`src/rtl/rst_sequencer.sv`:
```
// Staged reset release controller: holds all subsystems in reset, waits for PLL
// lock, then releases stage resets in ascending order with a fixed gap.
module rst_sequencer #(
  parameter int NUM_STAGES  = 3,
  parameter int HOLD_CYCLES = 16,
  parameter int STAGE_DELAY = 8
) (
  input  logic                  clk,
  input  logic                  rst,
  input  logic                  pll_lock,
  input  logic                  soft_rst,
  output logic [NUM_STAGES-1:0] stage_rst,
  output logic                  ready,
  output logic                  lock_lost,
  output logic [7:0]            lock_loss_cnt
);

  localparam int HOLD_W = (HOLD_CYCLES > 2) ? $clog2(HOLD_CYCLES) : 1;
  localparam int DLY_W  = (STAGE_DELAY > 2) ? $clog2(STAGE_DELAY) : 1;
  localparam int IDX_W  = (NUM_STAGES > 1) ? $clog2(NUM_STAGES + 1) : 1;

  localparam logic [HOLD_W-1:0] HOLD_LAST = HOLD_W'(HOLD_CYCLES - 1);
  localparam logic [DLY_W-1:0]  DLY_LAST  = DLY_W'(STAGE_DELAY - 1);
  localparam logic [IDX_W-1:0]  IDX_LAST  = IDX_W'(NUM_STAGES - 1);

  localparam logic [1:0] ST_HOLD      = 2'd0;
  localparam logic [1:0] ST_WAIT_LOCK = 2'd1;
  localparam logic [1:0] ST_RELEASE   = 2'd2;
  localparam logic [1:0] ST_RUN       = 2'd3;

  logic [1:0]            state_reg, state_next;
  logic [HOLD_W-1:0]     hold_cnt_reg, hold_cnt_next;
  logic [DLY_W-1:0]      dly_cnt_reg, dly_cnt_next;
  logic [IDX_W-1:0]      idx_reg, idx_next;
  logic [NUM_STAGES-1:0] stage_rst_reg, stage_rst_next;
  logic                  ready_reg, ready_next;
  logic                  lock_lost_reg, lock_lost_next;
  logic [7:0]            loss_cnt_reg, loss_cnt_next;
  logic                  sync_reg, lock_s_reg;
  logic                  abort;
  logic [NUM_STAGES-1:0] release_mask;

  // One-hot mask selecting the stage currently addressed by the release index.
  genvar gi;
  generate
    for (gi = 0; gi < NUM_STAGES; gi++) begin : g_release_mask
      assign release_mask[gi] = (idx_reg == IDX_W'(gi));
    end
  endgenerate

  assign abort = ((state_reg == ST_RELEASE) || (state_reg == ST_RUN)) &&
                 (soft_rst || !lock_s_reg);

  always_comb begin
    state_next     = state_reg;
    hold_cnt_next  = hold_cnt_reg;
    dly_cnt_next   = dly_cnt_reg;
    idx_next       = idx_reg;
    stage_rst_next = stage_rst_reg;
    ready_next     = ready_reg;
    lock_lost_next = 1'b0;
    loss_cnt_next  = loss_cnt_reg;

    if (abort) begin
      state_next     = ST_HOLD;
      hold_cnt_next  = '0;
      dly_cnt_next   = '0;
      idx_next       = '0;
      stage_rst_next = '1;
      ready_next     = 1'b0;
      // Only a pure lock loss is counted; a software restart never is.
      if (!soft_rst) begin
        lock_lost_next = 1'b1;
        if (loss_cnt_reg != 8'hFF) begin
          loss_cnt_next = loss_cnt_reg + 8'd1;
        end
      end
    end else begin
      case (state_reg)
        ST_HOLD: begin
          if (soft_rst) begin
            hold_cnt_next = '0;
          end else if (hold_cnt_reg == HOLD_LAST) begin
            hold_cnt_next = '0;
            state_next    = ST_WAIT_LOCK;
          end else begin
            hold_cnt_next = hold_cnt_reg + 1'b1;
          end
        end
        ST_WAIT_LOCK: begin
          if (soft_rst) begin
            state_next    = ST_HOLD;
            hold_cnt_next = '0;
          end else if (lock_s_reg) begin
            stage_rst_next = stage_rst_reg & ~release_mask;
            idx_next       = IDX_W'(1);
            dly_cnt_next   = '0;
            if (NUM_STAGES == 1) begin
              state_next = ST_RUN;
              ready_next = 1'b1;
            end else begin
              state_next = ST_RELEASE;
            end
          end
        end
        ST_RELEASE: begin
          if (dly_cnt_reg == DLY_LAST) begin
            stage_rst_next = stage_rst_reg & ~release_mask;
            dly_cnt_next   = '0;
            idx_next       = idx_reg + 1'b1;
            if (idx_reg == IDX_LAST) begin
              state_next = ST_RUN;
              ready_next = 1'b1;
            end
          end else begin
            dly_cnt_next = dly_cnt_reg + 1'b1;
          end
        end
        default: begin
          state_next = ST_RUN;
        end
      endcase
    end
  end

  always_ff @(posedge clk) begin
    if (rst) begin
      state_reg     <= ST_HOLD;
      hold_cnt_reg  <= '0;
      dly_cnt_reg   <= '0;
      idx_reg       <= '0;
      stage_rst_reg <= '1;
      ready_reg     <= 1'b0;
      lock_lost_reg <= 1'b0;
      loss_cnt_reg  <= 8'd0;
      sync_reg      <= 1'b0;
      lock_s_reg    <= 1'b0;
    end else begin
      state_reg     <= state_next;
      hold_cnt_reg  <= hold_cnt_next;
      dly_cnt_reg   <= dly_cnt_next;
      idx_reg       <= idx_next;
      stage_rst_reg <= stage_rst_next;
      ready_reg     <= ready_next;
      lock_lost_reg <= lock_lost_next;
      loss_cnt_reg  <= loss_cnt_next;
      sync_reg      <= pll_lock;
      lock_s_reg    <= sync_reg;
    end
  end

  assign stage_rst     = stage_rst_reg;
  assign ready         = ready_reg;
  assign lock_lost     = lock_lost_reg;
  assign lock_loss_cnt = loss_cnt_reg;

endmodule

```
`config.mk`:
```
export PLATFORM = sky130hd
export DESIGN_NAME = rst_sequencer
export DESIGN_NICKNAME = d
export VERILOG_FILES = /design/src/rtl/rst_sequencer.sv
export SDC_FILE = /design/constraint.sdc
export NUM_CORES = 1
export LEC_CHECK = 0
export BUFFER_PORTS_ARGS = -buffer_cell sky130_fd_sc_hd__buf_2
export CORE_MARGIN = 5
export CORE_UTILIZATION = 50
export DETAILED_ROUTE_END_ITERATION = 6
export PLACE_DENSITY_LB_ADDON = 0.12
export SYNTH_ARGS = -nofsm -noshare
export SYNTH_HDL_FRONTEND = slang
export SYNTH_SLANG_ARGS = --single-unit
export TNS_END_PERCENT = 20
```
`constraint.sdc`:
```
create_clock -name clk -period 1.35 [get_ports clk]
set_input_delay 0 -clock clk [delete_from_list [all_inputs] [get_ports clk]]
set_output_delay 0 -clock clk [all_outputs]
set_load 0.05 [all_outputs]
```
# After elaboration in Yosys (flattened, before gate mapping)
# Cells that the tools add are included.
# word_totals
regBits	26
in_bits	4
out_inout_bits	13
elab_cells	74
# classes
add_sub_neg	4
n_eq_ne	16
mux	24
bitwise	4
n_reduce_logical	16
# ops
operator	n
2-bit 2-to-1 mux	9
3-bit 2-to-1 mux	6
4-bit 2-to-1 mux	3
2-bit != test, second input constant	6
3-bit case mux with 2 select lines	2
3-bit AND reduction	3
8-bit by 1-bit adder with 8-bit output, second input constant	1
8-bit != test, second input constant	1
4-bit case mux with 2 select lines	1
2-bit == test, second input constant	3
2-bit case mux with 3 select lines	1
5-bit AND reduction	1
4-bit by 1-bit adder with 4-bit output, second input constant	1
2-bit by 1-bit == test with 1-bit output, second input constant	2
4-bit == test, second input constant	1
2-bit zero test	2
2-bit case mux with 2 select lines	1
4-bit AND reduction	1
2-bit nonzero test	2
2-bit OR reduction	2
3-bit by 1-bit adder with 3-bit output, second input constant	1
3-bit bitwise AND	1
3-bit == test, second input constant	1
3-bit != test, second input constant	1
other kinds (9)	11

# Logic depth before layout (Yosys ltp)
# logic_depth
ltp_word	6
ltp_mapped	6
depth_no_buf	6

# Worst setup path after synthesis
# OpenSTA, ideal clock, no wires.
# synth_timing
path_kind	reg-to-reg
startpoint	reg loss_cnt_reg[0], in the netlist lock_loss_cnt[0]
endpoint	reg loss_cnt_reg[1], in the netlist lock_loss_cnt[1]
setup_ns	0.128
t_arrival_ns	1.650
required_time_ns	1.222
setup_slack_ns	-0.428
path_stages_with_launch	6
path_buffers	0
synth_period_minus_slack_ns	1.778
cell_sequence	dfxtp_1 -> ha_1 -> nand3_1 -> o21ai_0 -> mux2i_1 -> nor2_1
# synth_via
elab_chain_len	2
word_cells_on_any_way	3
classes_between	add/sub (1); eq/ne (1); reduce/logical (1)
# synth_lines
item	line	rtl
from (decl)	38	logic [7:0] loss_cnt_reg, loss_cnt_next;
from (signal assigned)	146	loss_cnt_reg <= loss_cnt_next;
parallel branches: the longest is 2 deep, another holds 8-bit by 1-bit adder with 8-bit output	-	
# Parallel ways; which one is timed is not known.
# A chain may end at the register's enable or synchronous reset.

# Worst setup path in the final report
# layout_timing
startpoint	reg state_reg[1]
endpoint	reg loss_cnt_reg[5], in the netlist lock_loss_cnt[5]
# layout_via
elab_chain_len	4
word_cells_on_any_way	5
classes_between	eq/ne (2); reduce/logical (3)
# layout_lines
item	line	rtl
from (decl)	31	logic [1:0] state_reg, state_next;
from (signal assigned)	139	state_reg <= state_next;
2-bit == test	51	assign abort = ((state_reg == ST_RELEASE) || (state_reg == ST_RUN)) &&
1-bit logical OR *	51	
1-bit logical AND *	51	
3-bit AND reduction (no source line) *	-	
# Every way passes the cells marked *; elsewhere a longest branch is shown, timed or not.

==> run_results.csv <==
group,metric,value,unit
sta,drv_slew,0,
hold_path,hp-class,"in -> reg",
sta,layout_setup_ws,-0.0115,ns
critical_path,r2r_cells,4,
finish,area_growth,28.9,%
place,dp_hpwl,2020,µm
run_status,status,"finished with violations",
sta,period_minus_slack,1.36,ns
global_route,track_usage,16.7,%
place,port_buffers,16,
global_route,antenna_found_initial,0,
critical_path,end_kind,"register",
route,drt-met1-wl,1240,µm
place,placed_cell_area,0.00148,mm²
cts,cts_buffers,3,
finish,n_antenna_cell,0,
cts,cts_tree,"built",
power_and_ir_drop,power_density,773,mW/mm²
sta,finalHoldViolations,0,
cts,clk_pin_slew_worst_paths,0.14,ns
route,vias_per_cell,5.62,
yosys,synth_edf_count,0,
critical_path,critPathMaxFanout,5,
power_and_ir_drop,p_int,1.01,mW
sta,hold-worst-slack,0.0295,ns
sta,grt_setup_unrepaired,"yes",
cts,cts_buffer_depth,2,
route,num_vias,1175,
power_and_ir_drop,ir_drop,0.657,mV
route,wl_per_cell,13.7,µm
cts,h-tree-depth,1,
power_and_ir_drop,sw_frac_of_total,20.8,%
route,drcViolationCount,0,
sta,max_freq,0.734,GHz
floorplan,dieWidth,60.5,µm
floorplan,die_h,60.5,µm
route,dr.pass1.iters,5,
power_and_ir_drop,power.switching,0.264,mW
yosys,async_flop_share,0,%
floorplan,die_area,0.00366,mm²
power_and_ir_drop,pwr-share-comb,3.2,%
yosys,netlist_area,0.00127,mm²
floorplan,io_pins,17,
critical_path,critPathKind,"reg -> reg",
cts,insertion_delay,0.32,ns
cts,cts_num_sinks,26,
global_route,grt_pass1_wl,4650,µm
yosys,synth_nets,158,
finish,nets,191,
critical_path,cp.arrival,1.62,ns
critical_path,cp.required,1.61,ns
route,ant_nets,0,
finish,drive_gt1_share,36.3,%
yosys,ys_ff_latch,26,
cts,cts-root-buf,"clkbuf_4",
route,wl,2860,µm
critical_path,start_kind,"register",
floorplan,initial_core_util,51.9,%
global_route,overflow,0,
sta,setup_viol,1,
global_route,grt_pass1_vias,1114,
finish,final_cell_area,0.00164,mm²
floorplan,rows,18,
power_and_ir_drop,power_frac_seq,60.7,%
route,wl_met2,1440,µm
yosys,synth_ff_type,"dfxtp_1",
sta,worst_pin_slew,0.371,ns
route,drtIter0Drc,35,
sta,timing.final.crit_share,101,%
yosys,ys.warnings.count,0,
yosys,syn_area_per_cell,8.66,µm²
place,globalplace.congestion,0.832,
floorplan,core-area,0.00245,mm²
yosys,ys_types,37,
power_and_ir_drop,leakagePower,0.655,nW
sta,maxSlewHeadroom,75.2,%
power_and_ir_drop,p_clk_share,36.2,%
run,maxCapViolCount,0,
route,highest_layer,"met4",
global_route,grt_max_degree,19,
yosys,syn_inst,147,
yosys,ys_seq_area_share,40.9,%
finish,largest_reg_flops,8,
run_status,violations,"negative setup slack",
route,wl_met3,99,µm
sta,clock_skew,0.00250,ns
hold_path,hold_depth,2,
==> kinds of logic after synthesis <==
family	after synthesis	share of synthesized area, %
compound gates	35	17.3
mux	6	4.81
fa+ha+maj	7	6.88
buf+inv	13	4.42
flops	26	40.9
simple gates	58	24.4
xor+xnor	2	1.38
==> per-layer routing <==
layer,up-vias,global-route usage [%]
met4,0,8.67
met3,8,2.98
met5,-,0
met2,29,29.6
li1,589,-
met1,549,19.1
==> repair_timing <==
item,CTS,global route
setup endpoints to repair,7,12
setup buffers,2,1
gates resized for setup,11,11
hold buffers,1,0
hold endpoints to repair,1,0
pin swaps,1,2
==> worst max-delay path, cell delays in order (launching register included) <==
cell	delay (ns)
dfxtp_4	0.39
nor3b_4	0.21
nand2_2	0.10
or4_1	0.47
a21oi_1	0.13
==> power by group through the flow <==
stage	clock network, mW	logic, mW	registers (mW)
after floorplan	0	0.0243	0.788
after global placement	0	0.0364	0.789
after detailed placement	0	0.0367	0.789
after CTS	0.472	0.0391	0.771
after global routing	0.520	0.0447	0.772
final	0.459	0.0402	0.771
==> layout by cell type (no fill, tap or decap), types with 2 or more instances in the layout <==
cell type / Yosys / final
nand2b_1: 2 / 2
or3_1: 2 / 2
a21o_1: 2 / 2
dfxtp_4: 0 / 4
inv_1: 8 / 8
nand2_1: 13 / 13
nand4_1: 2 / 2
dfxtp_2: 0 / 9
mux2i_1: 5 / 5
ha_1: 7 / 4
buf_4: 0 / 16
nor2b_1: 4 / 4
nor2_1: 14 / 13
clkbuf_4: 0 / 3
a311oi_1: 2 / 2
a21oi_1: 11 / 11
ha_4: 0 / 2
o22a_1: 3 / 3
o21ai_2: 0 / 3
and3_1: 2 / 2
nand3_1: 5 / 4
nand3b_1: 2 / 2
o21ai_0: 9 / 5
buf_2: 0 / 16
and4_1: 2 / 2
dfxtp_1: 26 / 13
nor3_1: 5 / 4
a31oi_1: 3 / 2
==> synthesized netlist by cell type, types with 4 or more instances <==
cell | n | area, µm²
inv_1 | 8 | 30.0
nor2b_1 | 4 | 25.0
o21ai_0 | 9 | 45.0
nand3_1 | 5 | 25.0
nor3_1 | 5 | 25.0
nand2_1 | 13 | 48.8
a21oi_1 | 11 | 55.1
ha_1 | 7 | 87.6
dfxtp_1 | 26 | 521
mux2i_1 | 5 | 50.1
nor2_1 | 14 | 52.6
==> per-stage QoR <==
step | power [mW] | utilization [%] | TNS, ns | worst slack [ns] | cells
after global routing | 1.34 | 66.9 | -0.0871 | -0.0528 | 209
after CTS | 1.28 | 64.3 | -0.0320 | -0.0222 | 208
after floorplan | 0.812 | - | -0.122 | -0.0415 | 147
after detailed placement | 0.826 | 60.4 | -0.258 | -0.0768 | 201
final | 1.27 | 66.9 | -0.0115 | -0.0115 | 209
after global placement | 0.826 | 60.4 | -0.0413 | -0.0336 | 201
==> final timing paths <==
check / startpoint / to / slack [ns]
max: state_reg[1] / lock_loss_cnt[5] / -0.01
min: rst / dly_cnt_reg[1] / 0.03
max reg2reg: state_reg[1] / lock_loss_cnt[5] / -0.01
min reg2reg: sync_reg / lock_s_reg / 0.46
==> cell type report <==
class,instances,area [µm²]
fillers,211,813
multi-input cells,108,769
flip-flops and latches,26,547
repair buffers,33,210
clock buffers,4,47.5
well taps,30,37.5
inverters,8,30.0
Note: power is estimated with default switching activity, not from simulation.
